<file path="config.mk">
export PLATFORM = sky130hd
export DESIGN_NAME = ccff_chain_loader
export DESIGN_NICKNAME = d
export VERILOG_FILES = /design/src/rtl/ccff_loader_pkg.sv /design/src/rtl/ccff_piso.sv /design/src/rtl/ccff_chain_loader.sv
export SDC_FILE = /design/constraint.sdc
export NUM_CORES = 1
export LEC_CHECK = 0
export BUFFER_PORTS_ARGS = -buffer_cell sky130_fd_sc_hd__buf_2
export CAP_MARGIN = 10
export CELL_PAD_IN_SITES_DETAIL_PLACEMENT = 0
export CELL_PAD_IN_SITES_GLOBAL_PLACEMENT = 2
export CORE_ASPECT_RATIO = 0.75
export CORE_UTILIZATION = 35
export CTS_CLUSTER_SIZE = 25
export DETAILED_ROUTE_END_ITERATION = 10
export PLACE_DENSITY = 0.81
export SETUP_SLACK_MARGIN = 0.05
export SYNTH_ARGS = -nofsm -noshare
export SYNTH_HDL_FRONTEND = slang
export SYNTH_HIERARCHICAL = 1
export SYNTH_SLANG_ARGS = --single-unit
</file>
<file path="constraint.sdc">
create_clock -name CK -period 3.3 [get_ports CK]
set_input_delay 0.165 -clock CK [delete_from_list [all_inputs] [get_ports CK]]
set_output_delay 0.165 -clock CK [all_outputs]
set_load 0.005 [all_outputs]
</file>
<file path="src/rtl/ccff_loader_pkg.sv">
// Shared types and sizing helpers for the configuration-chain loader.
package ccff_loader_pkg;

    typedef enum logic [1:0] {StIdle, StLoad, StShift, StDone} state_e;

    // Width needed to hold values 0..n inclusive.
    function automatic int unsigned cnt_width(input int unsigned n);
        return (n < 1) ? 1 : $clog2(n + 1);
    endfunction

    // Bits taken from the next word: a full word, or whatever the chain still needs.
    function automatic int unsigned word_bits(input int unsigned word_w,
                                              input int unsigned remaining);
        return (remaining < word_w) ? remaining : word_w;
    endfunction

endpackage

</file>
<file path="src/rtl/ccff_piso.sv">
// Parallel-in serial-out register; shifts left so the word's MSB leaves first.
module ccff_piso #(
    parameter int unsigned WORD_W = 8
) (
    input  logic              CK,
    input  logic              RST,
    input  logic              load,
    input  logic              shift,
    input  logic [WORD_W-1:0] din,
    output logic              msb
);

    logic [WORD_W-1:0] sr_q;

    always_ff @(posedge CK) begin
        if (RST) begin
            sr_q <= '0;
        end else if (load) begin
            sr_q <= din;
        end else if (shift) begin
            sr_q <= sr_q << 1;
        end
    end

    assign msb = sr_q[WORD_W-1];

endmodule

</file>
<file path="src/rtl/ccff_chain_loader.sv">
// Streams parallel configuration words MSB-first into a CHAIN_LEN-bit scan chain.
module ccff_chain_loader
    import ccff_loader_pkg::*;
#(
    parameter int unsigned WORD_W    = 8,
    parameter int unsigned CHAIN_LEN = 64,
    parameter int unsigned CNT_W     = cnt_width(CHAIN_LEN)
) (
    input  logic              CK,
    input  logic              RST,
    input  logic              start,
    input  logic [WORD_W-1:0] din,
    input  logic              din_valid,
    output logic              din_ready,
    output logic              sc_d,
    output logic              sc_en,
    output logic              busy,
    output logic              done,
    output logic [CNT_W-1:0]  bit_cnt
);

    localparam int unsigned      WL_W      = cnt_width(WORD_W);
    localparam logic [CNT_W-1:0] CHAIN_MAX = CNT_W'(CHAIN_LEN);

    state_e            state_q, state_d;
    logic [CNT_W-1:0]  bit_cnt_q, bit_cnt_d;
    logic [WL_W-1:0]   word_left_q, word_left_d;
    logic              din_ready_q, din_ready_d;
    logic              sc_en_q, sc_en_d;
    logic              busy_q, busy_d;
    logic              done_q, done_d;
    logic              accept;
    logic              shift_en;
    logic [31:0]       remaining;

    assign accept    = (state_q == StLoad) && din_valid && din_ready_q;
    assign shift_en  = (state_q == StShift);
    assign remaining = CHAIN_LEN - 32'(bit_cnt_q);

    ccff_piso #(
        .WORD_W(WORD_W)
    ) u_piso (
        .CK   (CK),
        .RST  (RST),
        .load (accept),
        .shift(shift_en),
        .din  (din),
        .msb  (sc_d)
    );

    always_comb begin
        state_d     = state_q;
        bit_cnt_d   = bit_cnt_q;
        word_left_d = word_left_q;
        din_ready_d = din_ready_q;
        sc_en_d     = sc_en_q;
        busy_d      = busy_q;
        done_d      = 1'b0;
        unique case (state_q)
            StIdle: begin
                if (start) begin
                    state_d     = StLoad;
                    bit_cnt_d   = '0;
                    busy_d      = 1'b1;
                    din_ready_d = 1'b1;
                end
            end
            StLoad: begin
                if (accept) begin
                    state_d     = StShift;
                    din_ready_d = 1'b0;
                    sc_en_d     = 1'b1;
                    word_left_d = WL_W'(word_bits(WORD_W, remaining));
                end
            end
            StShift: begin
                bit_cnt_d   = bit_cnt_q + CNT_W'(1);
                word_left_d = word_left_q - WL_W'(1);
                // Last bit of this word leaves on this edge.
                if (word_left_q == WL_W'(1)) begin
                    sc_en_d = 1'b0;
                    if (bit_cnt_d == CHAIN_MAX) begin
                        state_d = StDone;
                        done_d  = 1'b1;
                    end else begin
                        state_d     = StLoad;
                        din_ready_d = 1'b1;
                    end
                end
            end
            StDone: begin
                state_d = StIdle;
                busy_d  = 1'b0;
            end
            default: state_d = StIdle;
        endcase
    end

    always_ff @(posedge CK) begin
        if (RST) begin
            state_q     <= StIdle;
            bit_cnt_q   <= '0;
            word_left_q <= '0;
            din_ready_q <= 1'b0;
            sc_en_q     <= 1'b0;
            busy_q      <= 1'b0;
            done_q      <= 1'b0;
        end else begin
            state_q     <= state_d;
            bit_cnt_q   <= bit_cnt_d;
            word_left_q <= word_left_d;
            din_ready_q <= din_ready_d;
            sc_en_q     <= sc_en_d;
            busy_q      <= busy_d;
            done_q      <= done_d;
        end
    end

    assign din_ready = din_ready_q;
    assign sc_en     = sc_en_q;
    assign busy      = busy_q;
    assign done      = done_q;
    assign bit_cnt   = bit_cnt_q;

endmodule

</file>
==> metrics.yaml <==
status:
  outcome: "complete, no violations"
global_route:
  grt_antenna_before_repair: 0
  grt_pass1_wl_um: 4950
  grt_pass1_vias: 1055
  grt_usage: 0.154
  grt_start_max_net_pins: 25
  grt-ovfl-total: 0
yosys:
  synth_edf_count: 0
  synthArstFlopShare: 0
  synth-seq-area-share: 0.362
  syn-num-nets: 175
  syn_area_per_cell_um2: 8.76
  ys_ff_latch: 25
  synth.most_common_cell: "dfxtp_1"
  synth_top_cell_by_area: "dfxtp_1"
  synth_top_flop_cell: "dfxtp_1"
  synth.top_cell.area_share: 0.362
  synthTopCellsByCount: "dfxtp_1 (25), nor2_1 (15), nand2_1 (10), nor2b_1 (10), a211oi_1 (9)"
  netlist_instances: 158
  yosysWarnings: 6
  syn_area_um2: 1380
  synthDistinctLibCells: 42
  netlist_top_cells_area: "dfxtp_1 (36%), mux2i_1 (5.8%), a211oi_1 (4.9%)"
sta:
  tightest_slew_ns: 0.580
  clock.fmax_mhz: 447
  period_needed_ns: 2.24
  slew_violations: 0
  setup_tns_ns: 0
  hold_viol_final: 0
  finalCritPeriodShare: 0.678
  slew_headroom: 0.613
  rsz0062_at_grt: "false"
  setup_viol: 0
  fin_skew_ns: 0.00921
  timing.hold.ws_ns: 0.141
clock_tree:
  ctsRootBufferMaster: "clkbuf_8"
  clockBufferDepth: 2
  cts_tree: "yes"
  clk_latency_ns: 0.27
  cts_setup_buffers: 0
  clk_transition_reported_paths_ns: 0.09
  cts_buffers: 3
  ctsHoldBuffers: 0
  htreeDepth: 1
  cts.repair.resized: 0
  clock-sinks: 25
power:
  switching_power_uw: 154
  switching_share: 0.262
  p_leak_nw: 0.599
  p_clk_frac: 0.310
  p_int_uw: 434
  ir_drop_mv: 0.164
  power.density_nw_per_um2: 381
  p_seq_frac: 0.562
  comb_power_share: 0.129
worst_hold_path:
  min_to: "u_piso/sr_q[0]"
  hold_start: "din[0]"
  hp-class: "in2reg"
  min_path_cells: 3
routing:
  dr.pass1.iters: 4
  via_count: 1160
  drtAntennaViolNets: 0
  post_drt_wl_per_cell_um: 12.7
  drt_iter0_drc: 70
  drt-vias-per-instance: 5.09
  drc_errors: 0
  finalWirelength_um: 2900
critical_path:
  reg2reg_depth: 4
  worst-r2r-setup-slack_ns: 1.06
  path_max_fanout: 14
  critical_path.startpoint_type: "flip-flop"
  crit_path_end_kind: "flip-flop"
  timing.rr.end: "u_piso/sr_q[0]"
  arrival_ns: 2.44
  rr_startpoint: "state_q[0]"
  worstSetupPathType: "reg2reg"
  required_ns: 3.50
flow_run:
  cap_violations: 0
place:
  dp_hpwl_um: 2100
  place_congestion: 0.801
  dpl_cell_area_um2: 1490
  portBuffers: 23
floorplan:
  die-area_um2: 4210
  core_area_um2: 3730
  start_util: 0.371
  io_pins: 24
  die_h_um: 56.5
  rows: 19
  die_w_um: 74.6
layout:
  design_area_um2: 1540
  area_delta_synth_final_pct: 11.3
  num_antenna_cells: 0
  layout.nets: 194
  drive_gt1_frac: 0.188
  n_fill_cell: 387
per-stage QoR:
stage          worst slack (ns)  instances   util  power [mW]
2_1_floorplan              1.50        158      -       0.391
3_3_place_gp               1.14        224  0.400       0.412
3_5_place_dp               1.07        224  0.400       0.412
4_1_cts                    1.06        228  0.413       0.597
5_1_grt                   0.924        228  0.413       0.626
6_report                   1.06        228  0.413       0.587
critical path, cell delays in order, from the launching register on:
cell and delay, ns:
dfxtp_1 0.53, nand2b_1 0.40, clkinv_1 0.57, or3b_1 0.52
a21oi_1 0.13
power groups by stage:
stage / clock network (mW) / registers (mW) / logic (mW)
3_5_place_dp: 0 / 0.337 / 0.0754
6_report: 0.182 / 0.330 / 0.0755
2_1_floorplan: 0 / 0.331 / 0.0599
3_3_place_gp: 0 / 0.337 / 0.0752
5_1_grt: 0.207 / 0.333 / 0.0854
4_1_cts: 0.191 / 0.330 / 0.0761
layout make-up:
cell class	count	area (um2)	share of cell area
multi-input combinational	116	783	0.509
clock inverter	1	5.00	0.00325
timing repair buffer	23	115	0.0747
tap	52	65.1	0.0422
inverter	8	30.0	0.0195
clock buffer	3	41.3	0.0268
sequential	25	500	0.325
how the worst max path moves through the flow:
stage,start,end,depth (start not counted)
detailed placement,state_q[0],u_piso/sr_q[0],4
CTS,state_q[0],u_piso/sr_q[0],4
finish,state_q[0],u_piso/sr_q[0],4
global route,state_q[0],u_piso/sr_q[0],4
global placement,state_q[0],u_piso/sr_q[0],4
floorplan,bit_cnt[1],din_ready,6
state kept, by name, summed over array words and instances, names as in the netlist:
| signal | cells |
|---|---|
| din_ready | 1 |
| word_left_q | 4 |
| done | 1 |
| u_piso/sr_q | 8 |
| bit_cnt | 7 |
| busy | 1 |
| sc_en | 1 |
| state_q | 2 |
cells by family (layout without fill, tap and decap cells):
group | count (synthesis) | after routing | synth area share
buffers and inverters | 17 | 35 | 0.0723
xor gates and xnor gates | 5 | 5 | 0.0316
AOI/OAI and AO/OA | 40 | 40 | 0.203
muxes | 9 | 9 | 0.0660
and+or+nand+nor | 57 | 57 | 0.221
adders and majority gates | 5 | 5 | 0.0452
DFF | 25 | 25 | 0.362
placed cells by master (no fill, tap or decap), drive strengths merged, types with 2 or more instances in the layout:
cell type	Yosys	layout
nor2	15	15
inv	7	7
mux2i	8	8
a31oi	4	4
ha	5	5
nand2b	2	2
nor2b	10	10
nor3	10	10
nand2	10	10
a22oi	4	4
xor2	4	4
o211ai	2	2
o21ai	4	4
dfxtp	25	25
buf	4	23
nand3	3	3
clkbuf	4	3
o21bai	2	2
a211oi	10	10
a21oi	6	6
or3	2	2
clkinv	1	2
metal layers:
layer / wire length, um / vias to the layer above / global-route usage / share of wire
met5: 0 / - / 0 / 0
met4: 13 / 0 / 0.0323 / 0.0045
met3: 121 / 2 / 0.0503 / 0.042
met2: 1230 / 23 / 0.218 / 0.42
met1: 1530 / 536 / 0.225 / 0.53
li1: - / 599 / - / -
No activity file was read; power rests on OpenSTA's default activity.
